### src/rtl/ex_mem_reg.sv
// EX/MEM pipeline register with stall/flush, saturating stall counter and an
// optional EX-to-EX forwarding source compiled in by defining EX_MEM_FORWARD_EN.
module ex_mem_reg #(
    parameter int DATA_W = 32,
    parameter int REG_W  = 5
) (
    input  logic              Clk,
    input  logic              Rst,
    input  logic              Stall,
    input  logic              Flush,
    input  logic              ValidIn,
    input  logic [DATA_W-1:0] ALUResultIn,
    input  logic              ZeroIn,
    input  logic [DATA_W-1:0] WriteDataIn,
    input  logic [DATA_W-1:0] BranchTargetIn,
    input  logic [REG_W-1:0]  RegDstIn,
    input  logic [4:0]        CtrlIn,
    output logic              ValidOut,
    output logic [DATA_W-1:0] ALUResultOut,
    output logic              ZeroOut,
    output logic [DATA_W-1:0] WriteDataOut,
    output logic [DATA_W-1:0] BranchTargetOut,
    output logic [REG_W-1:0]  RegDstOut,
    output logic [4:0]        CtrlOut,
    output logic              BranchTaken,
    output logic [15:0]       StallCount,
    output logic              FwdValid,
    output logic [REG_W-1:0]  FwdReg,
    output logic [DATA_W-1:0] FwdData
);

    localparam int CTRL_REGWRITE = 4;
    localparam int CTRL_MEMTOREG = 3;
    localparam int CTRL_BRANCH   = 0;

    logic              valid_q,     valid_d;
    logic [DATA_W-1:0] alu_q,       alu_d;
    logic              zero_q,      zero_d;
    logic [DATA_W-1:0] wdata_q,     wdata_d;
    logic [DATA_W-1:0] btgt_q,      btgt_d;
    logic [REG_W-1:0]  rd_q,        rd_d;
    logic [4:0]        ctrl_q,      ctrl_d;
    logic              taken_q,     taken_d;
    logic [15:0]       stall_cnt_q, stall_cnt_d;

    function automatic logic [15:0] sat_inc16(input logic [15:0] v);
        return (v == 16'hFFFF) ? v : v + 16'd1;
    endfunction

    always_comb begin
        valid_d     = valid_q;
        alu_d       = alu_q;
        zero_d      = zero_q;
        wdata_d     = wdata_q;
        btgt_d      = btgt_q;
        rd_d        = rd_q;
        ctrl_d      = ctrl_q;
        taken_d     = taken_q;
        stall_cnt_d = stall_cnt_q;
        if (Flush) begin
            valid_d = 1'b0;
            alu_d   = '0;
            zero_d  = 1'b0;
            wdata_d = '0;
            btgt_d  = '0;
            rd_d    = '0;
            ctrl_d  = '0;
            taken_d = 1'b0;
        end else if (Stall) begin
            stall_cnt_d = sat_inc16(stall_cnt_q);
        end else begin
            // A bubble keeps its data fields but must never carry side effects.
            valid_d = ValidIn;
            alu_d   = ALUResultIn;
            zero_d  = ZeroIn;
            wdata_d = WriteDataIn;
            btgt_d  = BranchTargetIn;
            rd_d    = RegDstIn;
            ctrl_d  = ValidIn ? CtrlIn : 5'b0;
            taken_d = ValidIn & CtrlIn[CTRL_BRANCH] & ZeroIn;
        end
    end

    always_ff @(posedge Clk) begin
        if (Rst) begin
            valid_q     <= 1'b0;
            alu_q       <= '0;
            zero_q      <= 1'b0;
            wdata_q     <= '0;
            btgt_q      <= '0;
            rd_q        <= '0;
            ctrl_q      <= '0;
            taken_q     <= 1'b0;
            stall_cnt_q <= '0;
        end else begin
            valid_q     <= valid_d;
            alu_q       <= alu_d;
            zero_q      <= zero_d;
            wdata_q     <= wdata_d;
            btgt_q      <= btgt_d;
            rd_q        <= rd_d;
            ctrl_q      <= ctrl_d;
            taken_q     <= taken_d;
            stall_cnt_q <= stall_cnt_d;
        end
    end

    assign ValidOut        = valid_q;
    assign ALUResultOut    = alu_q;
    assign ZeroOut         = zero_q;
    assign WriteDataOut    = wdata_q;
    assign BranchTargetOut = btgt_q;
    assign RegDstOut       = rd_q;
    assign CtrlOut         = ctrl_q;
    assign BranchTaken     = taken_q;
    assign StallCount      = stall_cnt_q;

`ifdef EX_MEM_FORWARD_EN
    // Loads (MemToReg) are excluded: their value only exists after MEM.
    assign FwdValid = valid_q & ctrl_q[CTRL_REGWRITE] & ~ctrl_q[CTRL_MEMTOREG]
                      & (rd_q != '0);
    assign FwdReg   = rd_q;
    assign FwdData  = alu_q;
`else
    assign FwdValid = 1'b0;
    assign FwdReg   = '0;
    assign FwdData  = '0;
`endif

endmodule

### config.mk
export PLATFORM = sky130hd
export DESIGN_NAME = ex_mem_reg
export DESIGN_NICKNAME = d
export VERILOG_FILES = /design/src/rtl/ex_mem_reg.sv
export SDC_FILE = /design/constraint.sdc
export NUM_CORES = 1
export LEC_CHECK = 0
export BUFFER_PORTS_ARGS = -buffer_cell sky130_fd_sc_hd__buf_2
export CAP_MARGIN = 20
export CORE_UTILIZATION = 30
export DETAILED_ROUTE_END_ITERATION = 16
export HOLD_SLACK_MARGIN = 0.02
export PLACE_DENSITY = 0.54
export SLEW_MARGIN = 0
export SYNTH_ARGS = -nofsm -noshare
export SYNTH_HDL_FRONTEND = slang
export SYNTH_SLANG_ARGS = --single-unit
### constraint.sdc
create_clock -name Clk -period 2.1 [get_ports Clk]
set_input_delay 0.42 -clock Clk [delete_from_list [all_inputs] [get_ports Clk]]
set_output_delay 0.42 -clock Clk [all_outputs]
set_load 0.01 [all_outputs]
* Word level (Yosys, flattened, before mapping)
Cells that the tools add are included.
Operators by class: add/subtract/negate cells 1, eq/ne operators 1, mux-type cells 1, bitwise operators 4, reductions and logical operators 2
Operator list (number):
- $add A16 B1 Y16 const B | 1
- $eq A16 B16 Y1 const B | 1
- $mux W5 | 1
- $reduce_and A3 Y1 | 1
- $and A1 B1 Y1 | 2
- $not A1 Y1 | 2
- $reduce_or A2 Y1 | 1
Word-level totals: flip-flop bits (word level) 125, input port bits 112, output and inout bits 163, word-level logic and storage cells 18

* Longest topological paths before layout
Gate-level depths: netlist of run 1.
depth after elaboration 3, depth in mapped cells 6

* Worst setup path before layout of run 1
No wires, ideal clock.
path kind register -> register, start register stall_cnt_q[0], in the netlist StallCount[0], end register stall_cnt_q[11], in the netlist StallCount[11], data arrival time 1.698 ns, required time 1.977 ns, path slack 0.278 ns, stages on the path, launching flop included 7, period minus slack after synthesis 1.822 ns, path through dfxtp_1 > ha_1 > and3_4 > and4_1 > buf_6 > nor4bb_2 > mux2_1
On the way: longest elaborated chain between the ends 3, elaborated cells between the ends (all ways) 4
RTL lines:
- from (decl) | RTL line 44 | logic [15:0] stall_cnt_q, stall_cnt_d;
- from (signal assigned) | RTL line 104 | stall_cnt_q <= stall_cnt_d;
- parallel branches: the longest is 3 deep, another holds $add A16 B1 Y16
Several ways; the timed one is not identified. A chain may end at the register's enable or synchronous reset.

* Worst setup path after layout of run 1
start register stall_cnt_q[0], in the netlist StallCount[0], end register stall_cnt_q[0], in the netlist StallCount[0]
Same word-level chain as after synthesis.

==> impl_metrics.prom, run 1 <==
# TYPE chip_impl_metric gauge
chip_impl_metric{name="routability_congestion_estimate_from_global_placement",unit=""} 0.745
chip_impl_metric{name="worst_skew_pair.late_latency",unit="ns"} 0.41
chip_impl_metric{name="overall_power_after_layout",unit="mW"} 5.83
chip_impl_metric{name="layout-drive-gt1-share",unit=""} 0.382
chip_impl_metric{name="synth_fa_ha_area_frac",unit=""} 0.00249
chip_impl_metric{name="fmaxAchievable",unit="GHz"} 0.505
chip_impl_metric{name="floorplan.initialDensity",unit=""} 0.312
chip_impl_metric{name="detail_route.drc_violations",unit=""} 0
chip_impl_metric{name="utilization",unit=""} 0.427
chip_impl_info{name="rsz_0062_raised_after_global_routing",value="false"} 1
chip_impl_info{name="path_class",value="reg2reg"} 1
chip_impl_metric{name="crit_path_max_fanout",unit=""} 10
chip_impl_metric{name="worst-path-stages",unit=""} 5
chip_impl_metric{name="cts.repair.resized",unit=""} 0
chip_impl_metric{name="worst_slew_pin_slew",unit="ns"} 0.640
chip_impl_metric{name="routed_wire_length_per_instance",unit="um"} 13.2
chip_impl_metric{name="worst_hold_path.num_cells",unit=""} 3
chip_impl_metric{name="clk_path_buf_depth",unit=""} 2
chip_impl_metric{name="synth.ff_latch_count",unit=""} 125
chip_impl_metric{name="place_hpwl",unit="mm"} 9.25
chip_impl_metric{name="ios",unit=""} 275
chip_impl_info{name="hold_path_class",value="in2reg"} 1
chip_impl_info{name="worst_path_cell_trace",value="ha_1 -> and3_4 -> and4_1 -> a21boi_1 -> mux2_1"} 1
chip_impl_metric{name="row_count",unit=""} 46
chip_impl_metric{name="crit_path_max_incr_delay",unit="ns"} 0.47
chip_impl_metric{name="yosysSeqAreaShare",unit=""} 0.498
chip_impl_metric{name="finalWorstPathRequiredPeriod",unit="ns"} 1.98
chip_impl_metric{name="static-leakage-power",unit="nW"} 3.52
chip_impl_metric{name="post_synth_mux_area_share",unit=""} 0.219
chip_impl_metric{name="die_height",unit="um"} 131
chip_impl_metric{name="synth.cell_area",unit="um2"} 5030
chip_impl_metric{name="worst_hold_slack",unit="ns"} 0.234
chip_impl_metric{name="synth_simple_gate_area_frac",unit=""} 0.157
chip_impl_metric{name="yosys.area_share.xor_xnor",unit=""} 0
chip_impl_metric{name="core_area",unit="um2"} 16100
chip_impl_metric{name="post_synth_inst_count",unit=""} 498
chip_impl_metric{name="via_count_of_the_first_global_routing_pass",unit=""} 4066
chip_impl_metric{name="average_vias_per_placed_instance",unit=""} 4.34
chip_impl_metric{name="drtPass1Iterations",unit=""} 4
chip_impl_metric{name="diodes_inserted",unit=""} 0
chip_impl_metric{name="synth-edff-count",unit=""} 0
chip_impl_metric{name="post_cts.repair.setup_buffers",unit=""} 0
chip_impl_metric{name="grt_pass1_wl",unit="mm"} 20.1
chip_impl_metric{name="yosysWarnings",unit=""} 0
chip_impl_metric{name="timing.max_cap.violations",unit=""} 0
chip_impl_metric{name="setup_slack",unit="ns"} 0.119
chip_impl_metric{name="h-tree-depth",unit=""} 4
chip_impl_info{name="crit_slowest_cell",value="sky130_fd_sc_hd__and4_1"} 1
chip_impl_metric{name="worst-path-buf-inv",unit=""} 0
chip_impl_metric{name="fillers",unit=""} 1619
chip_impl_metric{name="floorplan.die_area",unit="um2"} 17300
chip_impl_metric{name="r2r_cells",unit=""} 5
chip_impl_metric{name="io_buffers",unit=""} 236
chip_impl_info{name="cp-start-kind",value="flop"} 1
chip_impl_metric{name="timing.critical_path.required",unit="ns"} 2.40
chip_impl_metric{name="clkSlewWorstSetupHoldPaths",unit="ns"} 0.06
chip_impl_info{name="cts-root-buf",value="sky130_fd_sc_hd__clkbuf_16"} 1
chip_impl_metric{name="initial_drc_count",unit=""} 159
chip_impl_metric{name="syn_avg_cell_area",unit="um2"} 10.1
chip_impl_metric{name="cts.sink_count",unit=""} 125
chip_impl_metric{name="synth_compound_area_frac",unit=""} 0.0383
chip_impl_metric{name="routed_wl",unit="mm"} 12.7
chip_impl_metric{name="power.density_cell_area",unit="nW/um2"} 848
chip_impl_metric{name="cts_buffers",unit=""} 17
chip_impl_metric{name="timing.critical_path.arrival",unit="ns"} 2.28
chip_impl_info{name="cp-end-kind",value="flop"} 1
chip_impl_metric{name="worst_slew_margin_rel",unit=""} 0.573
chip_impl_metric{name="synth_async_sr_flop_share",unit=""} 0
chip_impl_metric{name="timing_max_transition_violations_final",unit=""} 0
chip_impl_metric{name="detailroute.via_count",unit=""} 4163
chip_impl_metric{name="timing.final.crit_share",unit=""} 0.943
chip_impl_info{name="synthFlopType",value="sky130_fd_sc_hd__dfxtp_1"} 1
chip_impl_metric{name="globalRouteTotalUtil",unit=""} 0.147
chip_impl_metric{name="dp_worst_setup_slack",unit="ns"} 0.141
chip_impl_metric{name="grt_overflow_total",unit=""} 0
chip_impl_metric{name="hold_viol",unit=""} 0
chip_impl_metric{name="tns",unit="ns"} 0
chip_impl_info{name="synth_top_family_by_area",value="multiplexers"} 1
chip_impl_info{name="tritoncts",value="yes"} 1
chip_impl_metric{name="antenna_left",unit=""} 0
chip_impl_metric{name="fin_skew",unit="ns"} 0.00871
chip_impl_metric{name="areaGrowthSynthToFinish",unit="%"} 36.7
chip_impl_metric{name="antenna_found_initial",unit=""} 0
chip_impl_metric{name="finalSetupViolCount",unit=""} 0
chip_impl_metric{name="synth_cell_types",unit=""} 41
chip_impl_metric{name="holdBufCountCts",unit=""} 0
chip_impl_metric{name="nNetsFinal",unit=""} 843
chip_impl_info{name="crit_path_leading_delay_family",value="simple AND/OR/NAND/NOR gates"} 1
chip_impl_metric{name="vdd.ir_drop.worst",unit="mV"} 0.506
chip_impl_info{name="status",value="finished clean"} 1
chip_impl_metric{name="die_x",unit="um"} 131
chip_impl_metric{name="grt_max_degree",unit=""} 55
synth_stat cells, types with 2 or more instances:
| master | instances | area share |
|---|---|---|
| sky130_fd_sc_hd__nand3_4 | 2 | 0.0070 |
| sky130_fd_sc_hd__a21oi_1 | 10 | 0.010 |
| sky130_fd_sc_hd__or4_1 | 3 | 0.0045 |
| sky130_fd_sc_hd__nor2_1 | 118 | 0.088 |
| sky130_fd_sc_hd__mux2i_1 | 102 | 0.20 |
| sky130_fd_sc_hd__clkbuf_1 | 11 | 0.0082 |
| sky130_fd_sc_hd__buf_2 | 13 | 0.013 |
| sky130_fd_sc_hd__o31ai_1 | 2 | 0.0030 |
| sky130_fd_sc_hd__nor2b_1 | 10 | 0.012 |
| sky130_fd_sc_hd__a22oi_1 | 4 | 0.0060 |
| sky130_fd_sc_hd__and4_1 | 2 | 0.0035 |
| sky130_fd_sc_hd__a211oi_1 | 5 | 0.0075 |
| sky130_fd_sc_hd__nand2b_1 | 3 | 0.0037 |
| sky130_fd_sc_hd__dfxtp_1 | 125 | 0.50 |
| sky130_fd_sc_hd__buf_4 | 39 | 0.058 |
| sky130_fd_sc_hd__inv_1 | 2 | 0.0015 |
| sky130_fd_sc_hd__mux2_1 | 7 | 0.016 |
| sky130_fd_sc_hd__nand3_1 | 2 | 0.0020 |
| sky130_fd_sc_hd__a31oi_1 | 2 | 0.0025 |
| sky130_fd_sc_hd__nand2_1 | 9 | 0.0067 |
| sky130_fd_sc_hd__nor4b_2 | 2 | 0.0060 |
| sky130_fd_sc_hd__buf_1 | 3 | 0.0022 |
| sky130_fd_sc_hd__o41ai_1 | 2 | 0.0035 |
| sky130_fd_sc_hd__and3_1 | 3 | 0.0037 |
through the flow:
stage               instance area [um2]  std cells
finish                             6870        959
global route                       6870        959
CTS                                6870        959
detailed placement                 6300        927
global placement                   6300        927
floorplan                          5170        535
registers in the layout, indices dropped and copies added, names as in the netlist:
register         cells
StallCount          16
CtrlOut              5
BranchTargetOut     32
ZeroOut              1
BranchTaken          1
ValidOut             1
WriteDataOut        32
ALUResultOut        32
RegDstOut            5
where the power goes:
group          total (mW)  switching, mW  internal (mW)
combinational       0.515          0.275          0.240
sequential           2.48         0.0348           2.44
clock                2.84           1.11           1.73
total                5.83           1.42           4.41
layout make-up:
type / count / area, um2 / area share
multi-input cells: 341 / 2240 / 0.326
well taps: 216 / 270 / 0.0393
repair buffers: 243 / 1280 / 0.186
clock inverters: 12 / 111 / 0.0162
inverters: 2 / 7.51 / 0.00109
flip-flops and latches: 125 / 2500 / 0.364
clock buffers: 20 / 467 / 0.0679
tightest hold or removal path, delay by kind of cell:
kind | cells | cell delay, ns
muxes | 1 | 0.05
and+or+nand+nor | 1 | 0.07
buffers and inverters | 1 | 0.07
final timing paths:
kind                      end  slack, ns        startpoint
max             StallCount[0]       0.12     StallCount[0]
min          WriteDataOut[11]       0.23   WriteDataIn[11]
max reg2reg     StallCount[0]       0.12     StallCount[0]
min reg2reg  ALUResultOut[23]       0.49  ALUResultOut[23]
layout by cell type (no fill, tap or decap), drive strengths merged, types with 3 or more instances in the layout:
cell / Yosys / layout
clkbuf: 11 / 20
nor2: 118 / 118
nand3: 4 / 4
nor2b: 10 / 10
a21oi: 10 / 10
clkinvlp: 0 / 3
a22oi: 4 / 4
nand2: 9 / 9
dfxtp: 125 / 125
buf: 56 / 243
conb: 1 / 38
or4: 3 / 3
inv: 2 / 5
a211oi: 5 / 5
mux2: 7 / 7
nand2b: 3 / 3
clkinv: 0 / 5
and3: 4 / 4
and4: 3 / 3
mux2i: 102 / 102
layer usage:
| metal | global-route usage | vias to the layer above | share of wire |
|---|---|---|---|
| li1 | - | 2073 | - |
| met1 | 0.160 | 1909 | 0.42 |
| met2 | 0.254 | 166 | 0.49 |
| met5 | 0 | - | 0 |
| met4 | 0.0620 | 0 | 0.015 |
| met3 | 0.0556 | 15 | 0.076 |
kinds of logic after synthesis:
logic type                 count (synthesis)
AOI/OAI and AO/OA                         29
adders and majority gates                  1
buffers and inverters                     69
DFF                                      125
muxes                                    109
other                                      1
and+or+nand+nor                          164
Note: power is estimated with default switching activity, not from simulation.
==> run 2, diff against run 1 <==
CORE_MARGIN = 4   (was unset)
RECOVER_POWER = 50   (was unset)
==> impl_metrics.prom, run 2 (synthesized netlist as in run 1, its figures left out) <==
# TYPE chip_impl_metric gauge
chip_impl_info{name="status",value="finished clean"} 1
chip_impl_info{name="hold_path_class",value="in2reg"} 1
chip_impl_metric{name="crit_path_max_fanout",unit=""} 10
chip_impl_metric{name="timing_max_transition_violations_final",unit=""} 0
chip_impl_metric{name="die_x",unit="um"} 137
chip_impl_metric{name="worst-path-stages",unit=""} 5
chip_impl_metric{name="clkSlewWorstSetupHoldPaths",unit="ns"} 0.06
chip_impl_metric{name="layout-drive-gt1-share",unit=""} 0.352
chip_impl_metric{name="cts.sink_count",unit=""} 125
chip_impl_metric{name="use_met1",unit=""} 0.153
chip_impl_metric{name="detail_route.drc_violations",unit=""} 0
chip_impl_metric{name="dpl-instance-area",unit="um2"} 6310
chip_impl_metric{name="grt_overflow_total",unit=""} 0
chip_impl_metric{name="antenna_left",unit=""} 0
chip_impl_metric{name="timing.max_cap.violations",unit=""} 0
chip_impl_metric{name="worst_hold_path.num_cells",unit=""} 3
chip_impl_info{name="cp-start-kind",value="flop"} 1
chip_impl_info{name="path_class",value="reg2reg"} 1
chip_impl_metric{name="via_count_of_the_first_global_routing_pass",unit=""} 4215
chip_impl_metric{name="finalSetupViolCount",unit=""} 0
chip_impl_metric{name="io_buffers",unit=""} 236
chip_impl_metric{name="floorplan.die_area",unit="um2"} 18900
chip_impl_metric{name="initial_drc_count",unit=""} 128
chip_impl_info{name="layout.cells.most_common",value="sky130_fd_sc_hd__buf_2"} 1
chip_impl_metric{name="overall_power_after_layout",unit="mW"} 5.97
chip_impl_metric{name="antenna_found_initial",unit=""} 1
chip_impl_metric{name="worst_hold_slack",unit="ns"} 0.238
chip_impl_metric{name="r2r_cells",unit=""} 5
chip_impl_metric{name="die_height",unit="um"} 137
chip_impl_metric{name="fin_skew",unit="ns"} 0.00407
chip_impl_metric{name="timing.critical_path.arrival",unit="ns"} 2.22
chip_impl_metric{name="detailroute.via_count",unit=""} 4173
chip_impl_metric{name="ios",unit=""} 275
chip_impl_metric{name="static-leakage-power",unit="nW"} 3.44
chip_impl_info{name="rsz_0062_raised_after_global_routing",value="false"} 1
chip_impl_info{name="crit_slowest_cell",value="sky130_fd_sc_hd__and4_1"} 1
chip_impl_metric{name="timing.final.crit_share",unit=""} 0.916
chip_impl_info{name="r2r-start",value="StallCount[0]"} 1
chip_impl_metric{name="clk_path_buf_depth",unit=""} 2
chip_impl_info{name="startpoint",value="StallCount[0]"} 1
chip_impl_metric{name="h-tree-depth",unit=""} 4
chip_impl_metric{name="drtPass1Iterations",unit=""} 4
chip_impl_metric{name="routed_wire_length_per_instance",unit="um"} 14.1
chip_impl_metric{name="cts_buffers",unit=""} 17
chip_impl_info{name="crit_path_leading_delay_family",value="simple AND/OR/NAND/NOR gates"} 1
chip_impl_metric{name="nNetsFinal",unit=""} 842
chip_impl_metric{name="average_vias_per_placed_instance",unit=""} 4.33
chip_impl_metric{name="core_area",unit="um2"} 16500
chip_impl_metric{name="power.density_cell_area",unit="nW/um2"} 869
chip_impl_info{name="busiest_layer",value="met2"} 1
chip_impl_metric{name="crit_path_max_incr_delay",unit="ns"} 0.45
chip_impl_metric{name="routed_wl",unit="mm"} 13.6
chip_impl_metric{name="tns",unit="ns"} 0
chip_impl_info{name="worst_path_cell_trace",value="ha_1 -> and3_4 -> and4_1 -> a21boi_1 -> mux2_1"} 1
chip_impl_metric{name="place_hpwl",unit="mm"} 10.0
chip_impl_metric{name="hold_viol",unit=""} 0
chip_impl_metric{name="grt_pass1_wl",unit="mm"} 20.7
chip_impl_metric{name="area_of_all_placed_cells_without_fillers",unit="um2"} 6870
chip_impl_metric{name="areaGrowthSynthToFinish",unit="%"} 36.6
chip_impl_metric{name="vdd.ir_drop.worst",unit="mV"} 0.516
chip_impl_metric{name="timing.critical_path.required",unit="ns"} 2.39
chip_impl_metric{name="grt_util_met2",unit=""} 0.231
chip_impl_metric{name="worst_slew_margin_rel",unit=""} 0.267
chip_impl_metric{name="finalWorstPathRequiredPeriod",unit="ns"} 1.92
chip_impl_info{name="cp-end-kind",value="flop"} 1
chip_impl_metric{name="floorplan.initialDensity",unit=""} 0.304
chip_impl_metric{name="post_cts.repair.setup_buffers",unit=""} 0
chip_impl_info{name="worstHoldStart",value="ALUResultIn[0]"} 1
chip_impl_metric{name="fmaxAchievable",unit="GHz"} 0.520
chip_impl_metric{name="cts.repair.resized",unit=""} 0
chip_impl_info{name="final_cell_mix",value="sky130_fd_sc_hd__buf_2, sky130_fd_sc_hd__dfxtp_1, sky130_fd_sc_hd__nor2_1"} 1
chip_impl_metric{name="row_count",unit=""} 47
chip_impl_info{name="tritoncts",value="yes"} 1
chip_impl_metric{name="grt_max_degree",unit=""} 62
chip_impl_metric{name="utilization",unit=""} 0.416
chip_impl_metric{name="holdBufCountCts",unit=""} 0
chip_impl_metric{name="routability_congestion_estimate_from_global_placement",unit=""} 0.745
chip_impl_metric{name="globalRouteTotalUtil",unit=""} 0.139
chip_impl_metric{name="met3_usage",unit=""} 0.0588
chip_impl_metric{name="worst_skew_pair.late_latency",unit="ns"} 0.41
chip_impl_info{name="cts-root-buf",value="sky130_fd_sc_hd__clkbuf_16"} 1
chip_impl_metric{name="worst-path-buf-inv",unit=""} 0
chip_impl_metric{name="worst_slew_pin_slew",unit="ns"} 1.10
run 2: cell types whose count changed in the layout (fill, tap and decap cells not counted), moves of 2 or more:
cell and delta:
sky130_fd_sc_hd__clkbuf_1 +21, sky130_fd_sc_hd__buf_2 -17, sky130_fd_sc_hd__inv_6 -3, sky130_fd_sc_hd__buf_4 -2, sky130_fd_sc_hd__bufinv_16 +2
run 2: final cells by class:
type / count / area, um2
diodes: 1 / 2.50
clock buffers: 22 / 464
clock inverters: 10 / 139
fillers: 1723 / 9660
inverters: 2 / 7.51
multi-input cells: 341 / 2240
flip-flops and latches: 125 / 2500
well taps: 220 / 275
repair buffers: 242 / 1240
run 2: power breakdown:
group          switching, mW  internal [mW]
registers             0.0357           2.44
clock network           1.05           1.93
logic                  0.277          0.238
total                   1.36           4.61
run 2: routing by layer:
metal / up-vias / part of all wire
met4: 0 / 0.023
met3: 22 / 0.095
li1: 2076 / -
met5: - / 0
met2: 166 / 0.48
met1: 1909 / 0.40
run 2: final timing paths:
| path | to | slack, ns |
|---|---|---|
| setup reg to reg | StallCount[0] | 0.18 |
| setup / recovery | StallCount[0] | 0.18 |
| hold / removal | ALUResultOut[0] | 0.24 |
| hold reg to reg | BranchTargetOut[22] | 0.49 |
run 2: worst min-delay path: stages:
cell,delay [ns]
sky130_fd_sc_hd__buf_2,0.07
sky130_fd_sc_hd__mux2i_1,0.05
sky130_fd_sc_hd__nor2_1,0.07
run 2: per-stage QoR:
stage	worst slack, ns	std cells
CTS	0.159	962
global placement	0.208	930
finish	0.176	963
detailed placement	0.160	930
global route	0.0314	963
floorplan	0.278	535
==> run 3, diff against run 2 <==
CTS_BUF_LIST = sky130_fd_sc_hd__clkbuf_8 sky130_fd_sc_hd__clkbuf_16   (was unset)
CTS_CLUSTER_SIZE = 40   (was unset)
==> impl_metrics.prom, run 3 (synthesized netlist as in run 1, its figures left out) <==
# TYPE chip_impl_metric gauge
chip_impl_metric{name="worst-path-buf-inv",unit=""} 0
chip_impl_metric{name="ios",unit=""} 275
chip_impl_metric{name="antenna_left",unit=""} 0
chip_impl_metric{name="static-leakage-power",unit="nW"} 3.45
chip_impl_metric{name="seqCellArea",unit="um2"} 2500
chip_impl_metric{name="timing.critical_path.required",unit="ns"} 2.39
chip_impl_metric{name="power.density_cell_area",unit="nW/um2"} 867
chip_impl_info{name="final_cell_mix",value="sky130_fd_sc_hd__buf_2, sky130_fd_sc_hd__dfxtp_1, sky130_fd_sc_hd__nor2_1"} 1
chip_impl_metric{name="tns",unit="ns"} 0
chip_impl_metric{name="timing.max_cap.violations",unit=""} 0
chip_impl_metric{name="row_count",unit=""} 47
chip_impl_metric{name="worst_skew_pair.late_latency",unit="ns"} 0.41
chip_impl_metric{name="via_count_of_the_first_global_routing_pass",unit=""} 4215
chip_impl_metric{name="timing_max_transition_violations_final",unit=""} 0
chip_impl_metric{name="worst_slew_pin_slew",unit="ns"} 1.10
chip_impl_metric{name="vdd.ir_drop.worst",unit="mV"} 0.516
chip_impl_info{name="worst_path_cell_trace",value="ha_1 -> and3_4 -> and4_1 -> a21boi_1 -> mux2_1"} 1
chip_impl_metric{name="holdBufCountCts",unit=""} 0
chip_impl_metric{name="timing.critical_path.arrival",unit="ns"} 2.22
chip_impl_metric{name="die_height",unit="um"} 137
chip_impl_info{name="cp-end-kind",value="flop"} 1
chip_impl_metric{name="cts.repair.resized",unit=""} 0
chip_impl_metric{name="routed_wire_length_per_instance",unit="um"} 14.1
chip_impl_metric{name="detailroute.via_count",unit=""} 4173
chip_impl_metric{name="clkSlewWorstSetupHoldPaths",unit="ns"} 0.06
chip_impl_metric{name="cts_buffers",unit=""} 17
chip_impl_metric{name="hold_viol",unit=""} 0
chip_impl_metric{name="h-tree-depth",unit=""} 4
chip_impl_metric{name="io_buffers",unit=""} 236
chip_impl_info{name="status",value="finished clean"} 1
chip_impl_metric{name="grt_max_degree",unit=""} 62
chip_impl_metric{name="core_area",unit="um2"} 16500
chip_impl_metric{name="post_cts.repair.setup_buffers",unit=""} 0
chip_impl_metric{name="finalSetupViolCount",unit=""} 0
chip_impl_info{name="crit_path_leading_delay_family",value="simple AND/OR/NAND/NOR gates"} 1
chip_impl_metric{name="areaGrowthSynthToFinish",unit="%"} 36.6
chip_impl_metric{name="clk_path_buf_depth",unit=""} 2
chip_impl_metric{name="cts.sink_count",unit=""} 125
chip_impl_metric{name="crit_path_max_incr_delay",unit="ns"} 0.45
chip_impl_metric{name="fin_skew",unit="ns"} 0.00407
chip_impl_metric{name="floorplan.initialDensity",unit=""} 0.304
chip_impl_metric{name="fmaxAchievable",unit="GHz"} 0.520
chip_impl_info{name="path_class",value="reg2reg"} 1
chip_impl_metric{name="worst_slew_margin_rel",unit=""} 0.267
chip_impl_metric{name="grt_pass1_wl",unit="mm"} 20.7
chip_impl_metric{name="finalWorstPathRequiredPeriod",unit="ns"} 1.92
chip_impl_metric{name="timing.final.crit_share",unit=""} 0.916
chip_impl_metric{name="drtPass1Iterations",unit=""} 4
chip_impl_metric{name="die_x",unit="um"} 137
chip_impl_metric{name="floorplan.die_area",unit="um2"} 18900
chip_impl_info{name="hold_path_class",value="in2reg"} 1
chip_impl_info{name="layout.cells.most_common",value="sky130_fd_sc_hd__buf_2"} 1
chip_impl_metric{name="initial_drc_count",unit=""} 128
chip_impl_info{name="cts-root-buf",value="sky130_fd_sc_hd__clkbuf_16"} 1
chip_impl_metric{name="layout-drive-gt1-share",unit=""} 0.352
chip_impl_info{name="crit_slowest_cell",value="sky130_fd_sc_hd__and4_1"} 1
chip_impl_metric{name="fillers",unit=""} 1723
chip_impl_metric{name="average_vias_per_placed_instance",unit=""} 4.33
chip_impl_metric{name="grt_overflow_total",unit=""} 0
chip_impl_metric{name="crit_path_max_fanout",unit=""} 10
chip_impl_metric{name="antenna_found_initial",unit=""} 1
chip_impl_metric{name="routed_wl",unit="mm"} 13.6
chip_impl_info{name="cp-start-kind",value="flop"} 1
chip_impl_metric{name="detail_route.drc_violations",unit=""} 0
chip_impl_metric{name="overall_power_after_layout",unit="mW"} 5.96
chip_impl_info{name="rsz_0062_raised_after_global_routing",value="false"} 1
chip_impl_metric{name="multiInputGateArea",unit="um2"} 2240
chip_impl_metric{name="place_hpwl",unit="mm"} 10.0
chip_impl_metric{name="nNetsFinal",unit=""} 842
chip_impl_metric{name="globalRouteTotalUtil",unit=""} 0.139
chip_impl_metric{name="routability_congestion_estimate_from_global_placement",unit=""} 0.745
chip_impl_info{name="tritoncts",value="yes"} 1
-- run 3: cell count changes in the layout (fill, tap and decap cells not counted) --
cell / delta
sky130_fd_sc_hd__inv_1: +3
sky130_fd_sc_hd__clkbuf_1: -3
-- run 3: stage by stage --
stage / setup slack [ns] / area (um2) / hold WS, ns / util / std cells
after CTS: 0.159 / 6910 / 0.218 / 0.418 / 962
after global placement: 0.208 / 6310 / 0.465 / 0.382 / 930
final: 0.176 / 6870 / 0.238 / 0.416 / 963
after global routing: 0.0314 / 6870 / 0.229 / 0.416 / 963
after detailed placement: 0.160 / 6310 / 0.480 / 0.382 / 930
after floorplan: 0.278 / 5170 / 0.516 / - / 535
-- run 3: final timing paths --
check,start,endpoint,slack [ns],depth (start not counted)
min,ALUResultIn[0],ALUResultOut[0],0.24,3
min reg2reg,BranchTargetOut[22],BranchTargetOut[22],0.49,2
max,StallCount[0],StallCount[0],0.18,5
max reg2reg,StallCount[0],StallCount[0],0.18,5
-- run 3: worst register-to-register path, stage by stage, from the launching register on --
cell and delay, ns:
sky130_fd_sc_hd__dfxtp_1 0.38, sky130_fd_sc_hd__ha_1 0.23, sky130_fd_sc_hd__and3_4 0.24, sky130_fd_sc_hd__and4_1 0.45, sky130_fd_sc_hd__a21boi_1 0.18, sky130_fd_sc_hd__mux2_1 0.33
-- run 3: layer usage --
metal  wire (um)  part of all wire  up-vias  global-route usage
met5           0                 0        -                   0
met2        6580              0.48      166               0.231
met4         313             0.023        0              0.0637
met1        5380              0.40     1909               0.153
met3        1290             0.095       22              0.0588
li1            -                 -     2076                   -
-- run 3: where the power goes --
| part | leakage, nW | switching (mW) | internal (mW) |
|---|---|---|---|
| Clock | 0.295 | 1.05 | 1.91 |
| Sequential | 1.02 | 0.0357 | 2.44 |
| Combinational | 2.14 | 0.277 | 0.238 |
| Total | 3.45 | 1.36 | 4.59 |
-- run 3: final cells by class --
| class | count | share of cell area |
|---|---|---|
| clock buffers | 19 | 0.0659 |
| flip-flops and latches | 125 | 0.364 |
| diodes | 1 | 0.000364 |
| repair buffers | 242 | 0.181 |
| inverters | 2 | 0.00109 |
| well taps | 220 | 0.0401 |
| clock inverters | 13 | 0.0219 |
| multi-input cells | 341 | 0.326 |
